<file path="src/rtl/arm_pipeline_pkg.sv">
// Shared pipeline definitions: widths, NOP encoding, opcode constants, fetch FSM states.
package arm_pipeline_pkg;

  localparam int unsigned INSTR_W = 32;
  localparam int unsigned PC_W    = 64;

  localparam logic [INSTR_W-1:0] NOP_INSTR = 32'h0;

  // Opcode fields as they sit at the top of the instruction word.
  localparam logic [5:0]  OP_B    = 6'b000101;
  localparam logic [7:0]  OP_CBZ  = 8'b10110100;
  localparam logic [10:0] OP_LDUR = 11'b11111000010;
  localparam logic [10:0] OP_STUR = 11'b11111000000;
  localparam logic [10:0] OP_LSL  = 11'b11010011011;
  localparam logic [10:0] OP_LSR  = 11'b11010011010;

  typedef enum logic [1:0] {IDLE, REQ, HOLD} fetch_state_t;

  function automatic logic [PC_W-1:0] next_pc(input logic [PC_W-1:0] pc);
    return pc + PC_W'(4);
  endfunction

endpackage

</file>
<file path="src/rtl/fetch_stage_if.sv">
// Fetch-stage bus: instruction-memory request/response, ID handshake, EX redirect, IF/ID outputs.
interface fetch_stage_if;
  import arm_pipeline_pkg::*;

  logic               imem_req;
  logic [PC_W-1:0]    imem_addr;
  logic               imem_ready;
  logic [INSTR_W-1:0] imem_rdata;
  logic               id_stall;
  logic               branch_taken;
  logic [PC_W-1:0]    branch_target;
  logic               if_id_valid;
  logic [INSTR_W-1:0] if_id_instr;
  logic [PC_W-1:0]    if_id_pc;

  modport master (
    output imem_req, imem_addr, if_id_valid, if_id_instr, if_id_pc,
    input  imem_ready, imem_rdata, id_stall, branch_taken, branch_target
  );

  modport slave (
    input  imem_req, imem_addr, if_id_valid, if_id_instr, if_id_pc,
    output imem_ready, imem_rdata, id_stall, branch_taken, branch_target
  );

endinterface

</file>
<file path="src/rtl/fetch_queue.sv">
// Two-entry FIFO between instruction memory and IF/ID; push and pop may coincide when full.
module fetch_queue #(
  parameter int unsigned Width = 96
) (
  input  logic             clk,
  input  logic             reset,
  input  logic             push,
  input  logic [Width-1:0] push_data,
  input  logic             pop,
  input  logic             flush,
  output logic [Width-1:0] head,
  output logic             full,
  output logic             empty
);

  logic [Width-1:0] mem_q [2];
  logic             wr_q, rd_q;
  logic [1:0]       cnt_q;

  always_ff @(posedge clk) begin
    if (reset || flush) begin
      wr_q  <= 1'b0;
      rd_q  <= 1'b0;
      cnt_q <= 2'd0;
    end else begin
      if (push) wr_q <= ~wr_q;
      if (pop)  rd_q <= ~rd_q;
      cnt_q <= cnt_q + 2'(push) - 2'(pop);
    end
  end

  always_ff @(posedge clk) begin
    if (push) mem_q[wr_q] <= push_data;
  end

  assign head  = mem_q[rd_q];
  assign full  = (cnt_q == 2'd2);
  assign empty = (cnt_q == 2'd0);

endmodule

</file>
<file path="src/rtl/fetch_stage.sv">
// Instruction fetch plus IF/ID register with stall, redirect and squash of in-flight responses.
// Optional FETCH_BUFFER_EN adds a 2-entry fetch queue so requests continue during ID stalls.
module fetch_stage #(
  parameter int unsigned      PC_W     = arm_pipeline_pkg::PC_W,
  parameter logic [PC_W-1:0]  RESET_PC = '0,
  parameter int unsigned      INSTR_W  = 32
) (
  input  logic          clk,
  input  logic          reset,
  fetch_stage_if.master bus
);
  import arm_pipeline_pkg::*;

  if (INSTR_W != 32) begin : g_instr_w_check
    $error("fetch_stage: INSTR_W must be 32");
  end
  if (PC_W != arm_pipeline_pkg::PC_W) begin : g_pc_w_check
    $error("fetch_stage: PC_W must match arm_pipeline_pkg::PC_W");
  end

  fetch_state_t       state_q, state_d;
  logic [PC_W-1:0]    pc_q, pc_d;
  logic [PC_W-1:0]    squash_addr_q, squash_addr_d;
  logic               squash_q, squash_d;
  logic               if_id_valid_q, if_id_valid_d;
  logic [INSTR_W-1:0] if_id_instr_q, if_id_instr_d;
  logic [PC_W-1:0]    if_id_pc_q, if_id_pc_d;

  logic req;
  logic addr_sel_squash;
  logic id_free;
  logic fetch;

  assign id_free         = !bus.id_stall || !if_id_valid_q;
  assign addr_sel_squash = squash_q;
  // A response is usable only if it is not the squashed one and no redirect lands this cycle.
  assign fetch           = req && bus.imem_ready && !squash_q && !bus.branch_taken;

`ifdef FETCH_BUFFER_EN
  logic                    q_full, q_empty, q_push, q_pop, bypass;
  logic [INSTR_W+PC_W-1:0] q_head;

  assign q_pop  = !q_empty && id_free && !bus.branch_taken;
  assign bypass = fetch && q_empty && id_free;
  assign q_push = fetch && !bypass;

  fetch_queue #(
    .Width (INSTR_W + PC_W)
  ) u_fetch_queue (
    .clk       (clk),
    .reset     (reset),
    .push      (q_push),
    .push_data ({bus.imem_rdata, pc_q}),
    .pop       (q_pop),
    .flush     (bus.branch_taken),
    .head      (q_head),
    .full      (q_full),
    .empty     (q_empty)
  );
`endif

  always_ff @(posedge clk) begin
    if (reset) begin
      state_q       <= IDLE;
      pc_q          <= RESET_PC;
      squash_q      <= 1'b0;
      squash_addr_q <= '0;
      if_id_valid_q <= 1'b0;
      if_id_instr_q <= NOP_INSTR;
      if_id_pc_q    <= '0;
    end else begin
      state_q       <= state_d;
      pc_q          <= pc_d;
      squash_q      <= squash_d;
      squash_addr_q <= squash_addr_d;
      if_id_valid_q <= if_id_valid_d;
      if_id_instr_q <= if_id_instr_d;
      if_id_pc_q    <= if_id_pc_d;
    end
  end

  always_comb begin
    state_d = state_q;
    unique case (state_q)
      IDLE: state_d = REQ;
      REQ: begin
`ifndef FETCH_BUFFER_EN
        if (!bus.branch_taken && !squash_q && bus.id_stall && if_id_valid_q) state_d = HOLD;
`endif
      end
      HOLD: begin
        // A redirect empties IF/ID, so there is nothing left to hold.
        if (!bus.id_stall || bus.branch_taken) state_d = REQ;
      end
      default: state_d = IDLE;
    endcase
  end

  always_comb begin
`ifdef FETCH_BUFFER_EN
    req = (state_q == REQ) && (!q_full || q_pop);
`else
    req = (state_q == REQ);
`endif
    bus.imem_req    = req;
    bus.imem_addr   = addr_sel_squash ? squash_addr_q : pc_q;
    bus.if_id_valid = if_id_valid_q;
    bus.if_id_instr = if_id_instr_q;
    bus.if_id_pc    = if_id_pc_q;
  end

  always_comb begin
    pc_d          = pc_q;
    // While squashing, the request address must stay where it was when the redirect arrived.
    squash_addr_d = bus.imem_addr;
    squash_d      = req && !bus.imem_ready && (squash_q || bus.branch_taken);
    if_id_valid_d = 1'b0;
    if_id_instr_d = NOP_INSTR;
    if_id_pc_d    = if_id_pc_q;

    if (bus.branch_taken) begin
      pc_d = bus.branch_target;
    end else if (fetch) begin
`ifdef FETCH_BUFFER_EN
      pc_d = next_pc(pc_q);
`else
      if (id_free) pc_d = next_pc(pc_q);
`endif
    end

    if (!bus.branch_taken) begin
`ifdef FETCH_BUFFER_EN
      if (q_pop) begin
        if_id_valid_d = 1'b1;
        {if_id_instr_d, if_id_pc_d} = q_head;
      end else if (bypass) begin
        if_id_valid_d = 1'b1;
        if_id_instr_d = bus.imem_rdata;
        if_id_pc_d    = pc_q;
      end else
`else
      if (fetch && id_free) begin
        if_id_valid_d = 1'b1;
        if_id_instr_d = bus.imem_rdata;
        if_id_pc_d    = pc_q;
      end else
`endif
      if (bus.id_stall && if_id_valid_q) begin
        if_id_valid_d = 1'b1;
        if_id_instr_d = if_id_instr_q;
      end
    end
  end

endmodule
</file>
<file path="src/flat_wrapper.sv">
// flat-port wrapper written by rule: the top's interface ports become plain ports
module fetch_stage_flat import arm_pipeline_pkg::*;
#(
  parameter int unsigned      PC_W     = arm_pipeline_pkg::PC_W,
  parameter logic [PC_W-1:0]  RESET_PC = '0,
  parameter int unsigned      INSTR_W  = 32
)
  (clk, reset, bus_imem_req, bus_imem_addr, bus_if_id_valid, bus_if_id_instr, bus_if_id_pc, bus_imem_ready, bus_imem_rdata, bus_id_stall, bus_branch_taken, bus_branch_target);
  fetch_stage_if bus_i ();
  input  logic clk;
  input  logic reset;
  output wire logic [$bits(bus_i.imem_req)-1:0] bus_imem_req;
  output wire logic [$bits(bus_i.imem_addr)-1:0] bus_imem_addr;
  output wire logic [$bits(bus_i.if_id_valid)-1:0] bus_if_id_valid;
  output wire logic [$bits(bus_i.if_id_instr)-1:0] bus_if_id_instr;
  output wire logic [$bits(bus_i.if_id_pc)-1:0] bus_if_id_pc;
  input wire logic [$bits(bus_i.imem_ready)-1:0] bus_imem_ready;
  input wire logic [$bits(bus_i.imem_rdata)-1:0] bus_imem_rdata;
  input wire logic [$bits(bus_i.id_stall)-1:0] bus_id_stall;
  input wire logic [$bits(bus_i.branch_taken)-1:0] bus_branch_taken;
  input wire logic [$bits(bus_i.branch_target)-1:0] bus_branch_target;
  assign bus_imem_req = bus_i.imem_req;
  assign bus_imem_addr = bus_i.imem_addr;
  assign bus_if_id_valid = bus_i.if_id_valid;
  assign bus_if_id_instr = bus_i.if_id_instr;
  assign bus_if_id_pc = bus_i.if_id_pc;
  assign bus_i.imem_ready = bus_imem_ready;
  assign bus_i.imem_rdata = bus_imem_rdata;
  assign bus_i.id_stall = bus_id_stall;
  assign bus_i.branch_taken = bus_branch_taken;
  assign bus_i.branch_target = bus_branch_target;
  fetch_stage #(.PC_W(PC_W), .RESET_PC(RESET_PC), .INSTR_W(INSTR_W)) u_core (.clk(clk), .reset(reset), .bus(bus_i));
endmodule
</file>
<file path="config.mk">
export PLATFORM = sky130hd
export DESIGN_NAME = fetch_stage_flat
export DESIGN_NICKNAME = d
export VERILOG_FILES = /design/src/rtl/arm_pipeline_pkg.sv /design/src/rtl/fetch_stage_if.sv /design/src/rtl/fetch_queue.sv /design/src/rtl/fetch_stage.sv /design/src/flat_wrapper.sv
export SDC_FILE = /design/constraint.sdc
export NUM_CORES = 1
export LEC_CHECK = 0
export CELL_PAD_IN_SITES_DETAIL_PLACEMENT = 0
export CELL_PAD_IN_SITES_GLOBAL_PLACEMENT = 1
export CORE_ASPECT_RATIO = 1.5
export CORE_MARGIN = 2
export CORE_UTILIZATION = 36
export DETAILED_ROUTE_END_ITERATION = 7
export HOLD_SLACK_MARGIN = 0.08
export PLACE_DENSITY_LB_ADDON = 0.1
export SKIP_LAST_GASP = 1
export SLEW_MARGIN = 10
export SYNTH_ARGS = -nofsm -noshare
export SYNTH_HDL_FRONTEND = slang
export SYNTH_SLANG_ARGS = --single-unit
</file>
<file path="constraint.sdc">
create_clock -name clk -period 2.9 [get_ports clk]
set_clock_uncertainty 0.2 [all_clocks]
set_input_delay 0.58 -clock clk [delete_from_list [all_inputs] [get_ports clk]]
set_output_delay 0.58 -clock clk [all_outputs]
set_load 0.02 [all_outputs]
</file>
# --- Yosys cells after proc, flatten, opt, wreduce, memory -nomap -nowiden ---
# Index checks and enable logic that the tools add are counted.
op_classes:
  n_mul: 0
  bitwise: 1
  n_reduce_logical: 25
  n_eq_ne: 5
  n_div: 0
  shift: 0
  muxes: 11
  add_sub_neg: 1
  magnitude_cmp: 0
op_table:
  columns: ["operator", "n"]
  rows:
  - ["64-bit two-way mux", 4]
  - ["64-bit by 3-bit adder with 64-bit output, second input constant", 1]
  - ["32-bit two-way mux", 2]
  - ["1-bit logical AND", 10]
  - ["2-bit one-hot mux with 3 select lines", 1]
  - ["2-bit AND reduction", 3]
  - ["1-bit logical NOT", 5]
  - ["2-bit two-way mux", 2]
  - ["2-bit by 1-bit != test with 1-bit output, second input constant", 2]
  - ["2-bit nonzero test", 2]
  - ["1-bit logical OR", 3]
  - ["2-bit by 1-bit == test with 1-bit output, second input constant", 1]
  - ["2-bit == test, second input constant", 1]
  - ["2-bit logical NOT", 1]
  - ["1-bit two-way mux", 2]
  - ["2-bit != test, second input constant", 1]
  - ["2-bit OR reduction", 1]
  - ["1-bit inverter", 1]
totals:
  mem_count: 0
  mem_bits_ro: 0
  out_inout_bits: 162
  latch_bits: 0
  ramBits: 0
  input_bits: 101
  word_cells: 50
  ff_bits: 228

# --- Longest topological paths before layout ---
# Gate-level depths: netlist of run 1.
depth:
  depth_word: 6
  ltp_mapped: 8
  depth_no_buf: 6

# --- Least setup slack after synthesis of run 1 ---
# No wires, ideal clock.
synth_timing:
  kind: "register -> output"
  from: "register u_core.squash_q (netlist: u_core.addr_sel_squash)"
  to: "output bus_imem_addr[28]"
  path_slack_ns: 0.495
  required_time_ns: 2.120
  arrival_ns: 1.625
  path_stages_with_launch: 5
  n_path_buf: 3
  path_cell_list: "dfxtp_1 -> clkbuf_1 -> clkbuf_1 -> clkbuf_1 -> mux2_2"
synth_between:
  elab_chain_cells: 1
synth_rtl:
  columns: ["element", "line", "text"]
  rows:
  - ["start: declaration", "fetch_stage.sv:24", "logic squash_q, squash_d;"]
  - ["start signal: assignment", "fetch_stage.sv:74", "squash_q <= squash_d;"]
  - ["64-bit two-way mux", "fetch_stage.sv:106", "bus.imem_addr = addr_sel_squash ? squash_addr_q : pc_q;"]
  - ["end: declaration", "flat_wrapper.sv:13", "output wire logic [$bits(bus_i.imem_addr)-1:0] bus_imem_addr;"]
# Every way passes these cells.

# --- Final worst setup path of run 1 ---
layout_timing:
  from: "register u_core.squash_q (netlist: u_core.addr_sel_squash)"
  to: "output bus_imem_addr[31]"
# Same word-level chain as after synthesis.

==> results of run 1 <==
-- timing repair --
action	in CTS	in global routing
setup endpoints to repair	52	26
resized for setup	13	19
hold buffers	0	0
buffers inserted	2	0
-- per-layer routing --
layer	vias up	routed length [um]	track usage, %
li1	4777	-	-
met1	4614	14320	27.54
met2	347	18340	42.42
met3	58	2071	3.831
met4	0	933	7.310
met5	-	0	0
-- layout by cell type (no fill, tap or decap), types with 18 or more instances in the layout --
cell type / Yosys / layout
nand3_1: 37 / 37
nand2_1: 209 / 208
buf_4: 2 / 78
nor4_1: 23 / 23
mux2_2: 56 / 56
clkdlybuf4s50_1: 0 / 229
dfxtp_1: 228 / 227
clkbuf_16: 0 / 25
a21oi_1: 81 / 81
nand4_1: 41 / 41
and2_1: 81 / 80
xnor2_1: 18 / 18
nor2_1: 82 / 82
dlymetal6s2s_1: 0 / 18
o21ai_0: 20 / 19
a22oi_1: 42 / 42
-- critical path: cells and delay by family (launching register included) --
kind	cells	cell delay, ns
buffers and inverters	2	0.76
DFF	1	0.40
muxes	1	0.38
-- kinds of logic after synthesis --
family          Yosys count
simple gates            553
flops                   228
compound gates          214
buf+inv                 116
mux                      71
xor+xnor                 20
fa+ha+maj                 1
-- flip-flops by register name, indices dropped and copies added (netlist names) --
name and count:
u_core.bus.if_id_pc 64, u_core.pc_q 64, u_core.bus.if_id_valid 1, u_core.squash_addr_q 64, u_core.state_q 2, u_core.bus.if_id_instr 32
u_core.addr_sel_squash 1
-- area by class of cell --
type / instances / area, um^2
clock buffer: 33 / 675.6
fill: 2688 / 13510
tap: 346 / 432.9
timing repair buffer: 347 / 3382
clock inverter: 7 / 110.1
multi-input combinational: 859 / 5229
inverter: 14 / 52.55
sequential: 228 / 4568
-- final timing paths --
| kind | to | slack [ns] | from | cells after the start |
|---|---|---|---|---|
| worst max-delay path | bus_imem_addr[31] | 0.02 | u_core.addr_sel_squash | 3 |
| worst min-delay path | u_core.bus.if_id_pc[19] | 0.25 | u_core.bus.if_id_pc[19] | 2 |
| worst max register to register | u_core.pc_q[45] | 0.36 | u_core.pc_q[18] | 5 |
| worst min register to register | u_core.bus.if_id_pc[19] | 0.25 | u_core.bus.if_id_pc[19] | 2 |
-- power by group --
group | internal (mW) | switching (mW)
registers | 3.25 | 0.107
logic | 0.479 | 0.517
clock network | 1.88 | 1.28
total | 5.61 | 1.91
==> impl_metrics.csv, run 1 <==
group,metric,value,unit
drt,drt_iter0_markers,611,
drt,drcViolationCount,0,
synthesis,ys_types,72,
synthesis,synthSimpleGateAreaFrac,27.93,%
clocking,clock_latency,0.53,ns
clocking,ctsHtreeMaxLevel,1,
clocking,clk_pin_slew,0.06,ns
synthesis,netlist_top_cells_count,"228 x dfxtp_1, 209 x nand2_1, 82 x nor2_1",
clocking,cts.path.max_buffers,3,
sta,period_share,99.46,%
sta,drv_slew,0,
setup_path,critPathMaxFanout,35,
drt,ant_nets,0,
floorplanning,die_x,141.8,um
clocking,cts_sinks,228,
setup_path,crit_type,"register to output port",
grt,grt_pass1_vias,9598,
layout,finalNonFillerCells,1834,
setup_path,crit_slowest_cell,"clkdlybuf4s50_1",
synthesis,synth_fa_ha_area_share,0.1220,%
synthesis,synth-async-reset-ratio,0,%
floorplanning,rows,75,
layout,fin_area,14450,um^2
grt,grt_start_max_net_pins,82,
sta,grt_setup_unrepaired,"true",
sta,fin_crit,2.884,ns
sta,report.final.setup_viol,0,
setup_path,crit_chain,"buf_12, mux2_2, clkdlybuf4s50_1",
synthesis,netlist.area_leader.share,44.49,%
clocking,clockRootBuffer,"clkbuf_16",
placed_design,dp_hpwl,25.44,mm
floorplanning,core,27960,um^2
pwr,p_total,7.521,mW
synthesis,synth_area_leaders,"dfxtp_1 44%, nand2_1 7.6%, mux2_2 6.1%, and2_1 4.9%, a21oi_1 4.0%",
synthesis,avgSynthCellArea,8.528,um^2
pwr,p_leak,5.615,nW
grt,track_usage,23.21,%
drt,avgViaCountPerCell,5.341,
sta,hold_slack,0.2526,ns
setup_path,cp_data_arrival_time,2.10,ns
setup_path,critPathCaptureType,"output port",
synthesis,ys_ff_latch,228,
placed_design,pre_cts_ws,0.04271,ns
synthesis,synth_xor_area_share,1.708,%
drt,wl,35.67,mm
layout,finish.utilization,51.67,%
placed_design,gp_congestion,0.8853,
sta,fin_ws,0.01564,ns
setup_path,cp-start-kind,"register",
floorplanning,dieArea,29890,um^2
pwr,power_density,520.5,nW/um^2
sta,max_freq,346.7,MHz
synthesis,synth_most_common_cell,"dfxtp_1",
synthesis,muxShareOfSynthArea,7.611,%
synthesis,ys.flop_type,"dfxtp_1",
grt,grt_pass1_wl,54.46,mm
job,maxCapViolCount,0,
placed_design,place_area,13620,um^2
sta,worstMarginPinSlew,1.081,ns
clocking,cts_tree,"yes",
setup_path,cp.required,2.12,ns
grt,overflow,0,
synthesis,syn-num-nets,1305,
drt,drtPass1Iterations,5,
synthesis,synth_compound_area_share,13.55,%
layout,drive_gt1_share,13.98,%
synthesis,synth_seq_area_share,44.49,%
placed_design,dp.cells,1792,
synthesis,ys_warn_count,0,
layout,syn_to_final_growth,40.86,%
layout,nets,1576,
setup_path,slowest_delay,0.54,ns
grt,antenna_found_initial,0,
synthesis,synth_top_family_by_area,"simple AND/OR/NAND/NOR gates",
placed_design,portBuffers,262,
synthesis,yosysTopAreaCell,"dfxtp_1",
drt,routed-via-count,9796,
synthesis,syn-instance-count,1203,
min_path,worstHoldPathType,"register to register",
sta,relSlewSlack,27.95,%
floorplanning,die_h,210.7,um
outcome,status,"finished clean",
sta,finalSetupTns,0,ns
clocking,cts_made_buffers,24,
pwr,ir_drop,0.4019,mV
sta,final_hold_viol_count,0,
synthesis,synth_area,10260,um^2
floorplanning,start_util,36.68,%
floorplanning,num_io_pins,263,
drt,avgRoutedWirePerCell,19.45,um
synthesis,synth_edf_count,0,
layout,diodes,0,
Note: power is estimated with default switching activity, not from simulation.
==> run 2, diff against run 1 <==
--- a/config.mk
+++ b/config.mk
@@ -5,9 +5,9 @@
 export SDC_FILE = /design/constraint.sdc
 export NUM_CORES = 1
 export LEC_CHECK = 0
+export ABC_CLOCK_PERIOD_IN_PS = 2900
 export CELL_PAD_IN_SITES_DETAIL_PLACEMENT = 0
 export CELL_PAD_IN_SITES_GLOBAL_PLACEMENT = 1
-export CORE_ASPECT_RATIO = 1.5
 export CORE_MARGIN = 2
 export CORE_UTILIZATION = 36
 export DETAILED_ROUTE_END_ITERATION = 7
==> impl_metrics.csv, run 2 (synthesis results as in run 1) <==
group,metric,value,unit
outcome,status,"finished clean",
layout,drive_gt1_share,14.31,%
pwr,power_density,532.9,nW/um^2
grt,track_usage,22.68,%
pwr,ir_drop,0.3748,mV
sta,report.final.setup_viol,0,
grt,grt_util_met1,30.74,%
grt,grtUsageMet3,5.563,%
setup_path,slowest_delay,0.54,ns
pwr,swShare,25.00,%
pwr,p_leak,6.001,nW
setup_path,critPathCaptureType,"output port",
clocking,clockRootBuffer,"clkbuf_16",
floorplanning,core,27930,um^2
sta,fin_crit,2.886,ns
drt,routed-via-count,9778,
clocking,cts_hold_buffers,0,
setup_path,cp-start-kind,"register",
sta,final_hold_viol_count,0,
drt,avgRoutedWirePerCell,18.71,um
drt,avgViaCountPerCell,5.221,
floorplanning,start_util,36.72,%
placed_design,gp_congestion,0.8507,
pwr,share_comb_of_total_power,12.4,%
clocking,ctsHtreeMaxLevel,1,
floorplanning,dieArea,29860,um^2
layout,fill_cells,2736,
pwr,p_switching,1.947,mW
min_path,hp-start,"reset",
setup_path,r2r_cells,6,
setup_path,crit_end,"bus_imem_addr[45]",
drt,wl,35.05,mm
clocking,cts_sinks,228,
min_path,worstHoldPathType,"input pin to register",
sta,drv_slew,0,
floorplanning,die_h,172.8,um
floorplanning,num_io_pins,263,
pwr,power_frac_seq,43.2,%
pwr,p_clk_share,44.4,%
grt,top_usage_layer,"met2",
clocking,cts_tree,"yes",
sta,grt_setup_unrepaired,"true",
drt,drtPass1Iterations,5,
layout,final_common_cell,"dfxtp_1",
sta,max_freq,346.5,MHz
clocking,cts.path.max_buffers,3,
placed_design,dp_hpwl,24.88,mm
sta,relSlewSlack,19.74,%
setup_path,cp_data_arrival_time,2.11,ns
setup_path,crit_slowest_cell,"clkdlybuf4s50_1",
layout,layout_common_cells,"226 x dfxtp_1, 208 x nand2_1, 204 x clkdlybuf4s50_1, 82 x nor2_1, 81 x a21oi_1",
grt,grt_pass1_wl,54.90,mm
grt,grt.met2_usage,35.88,%
setup_path,critPathMaxFanout,12,
setup_path,r2r-end,"u_core.pc_q[44]",
drt,drcViolationCount,0,
drt,ant_nets,0,
layout,nets,1577,
job,maxCapViolCount,0,
clocking,clk_pin_slew,0.06,ns
floorplanning,die_x,172.8,um
setup_path,crit_chain,"buf_4, mux2_2, clkdlybuf4s50_1",
pwr,p_total,7.786,mW
setup_path,cp.required,2.12,ns
layout,finish.utilization,52.30,%
layout,diodes,0,
clocking,cts_made_buffers,26,
setup_path,crit_type,"register to output port",
grt,overflow,0,
floorplanning,rows,61,
setup_path,crit_start,"u_core.addr_sel_squash",
sta,worstMarginPinSlew,1.204,ns
grt,antenna_found_initial,0,
pwr,p_int,5.840,mW
min_path,whs_path_depth,2,
sta,period_share,99.53,%
layout,syn_to_final_growth,42.42,%
drt,drt_iter0_markers,447,
grt,grt_pass1_vias,9709,
grt,grt_start_max_net_pins,58,
sta,hold_slack,0.1859,ns
setup_path,reg2reg_slack,0.43,ns
setup_path,rr_startpoint,"u_core.pc_q[2]",
placed_design,portBuffers,262,
placed_design,dp.cells,1822,
clocking,clock_latency,0.54,ns
layout,finalNonFillerCells,1873,
## run 2: per-stage QoR
stage          TNS (ns)  setup WS (ns)  instance area [um^2]
6_report              0        0.01374                 14610
5_1_grt        -0.05026       -0.02676                 14610
4_1_cts        -0.01355       -0.01355                 14510
3_5_place_dp          0       0.007221                 13600
3_3_place_gp          0        0.06019                 13600
2_1_floorplan         0         0.4949                 10260
## run 2: what timing repair did
item | CTS | global route
pin swaps | 0 | 0
setup buffers | 3 | 0
endpoints found under the setup margin | 49 | 45
resized for setup | 16 | 43
endpoints found under the hold margin | 0 | 0
## run 2: critical path: cells and delay by family (launching register included)
kind / cells / cell delay, ns
buffers and inverters: 2 / 0.77
DFF: 1 / 0.44
muxes: 1 / 0.36
## run 2: area by class of cell
type | instances | area, um^2 | area share [%]
Multi-Input combinational cell | 859 | 5229 | 35.79
Tap cell | 378 | 473.0 | 3.237
Sequential cell | 228 | 4569 | 31.28
Inverter | 14 | 52.55 | 0.3597
Clock buffer | 41 | 788.3 | 5.395
Timing Repair Buffer | 346 | 3383 | 23.16
Clock inverter | 7 | 115.1 | 0.7879
## run 2: worst min-delay path by stage
stage,end
final,u_core.state_q[1]
after global routing,u_core.state_q[1]
after CTS,u_core.state_q[1]
after detailed placement,u_core.bus.if_id_pc[12]
after global placement,u_core.bus.if_id_pc[4]
after floorplan,u_core.bus.if_id_pc[0]
## run 2: power groups by stage
stage               clock network (mW)  logic, mW  registers (mW)
CTS                               3.52      0.985            3.36
finish                            3.46      0.969            3.36
global route                      3.66       1.04            3.38
global placement                     0      0.982            3.43
floorplan                            0      0.488            3.41
detailed placement                   0      0.985            3.43
## run 2: metal layers
metal  share of wire, %  vias up  wire [um]
met2                 45      318      15670
li1                   -     4788          -
met3                7.4       62       2580
met5                  0        -          0
met1                 45     4610      15920
met4                2.5        0        875
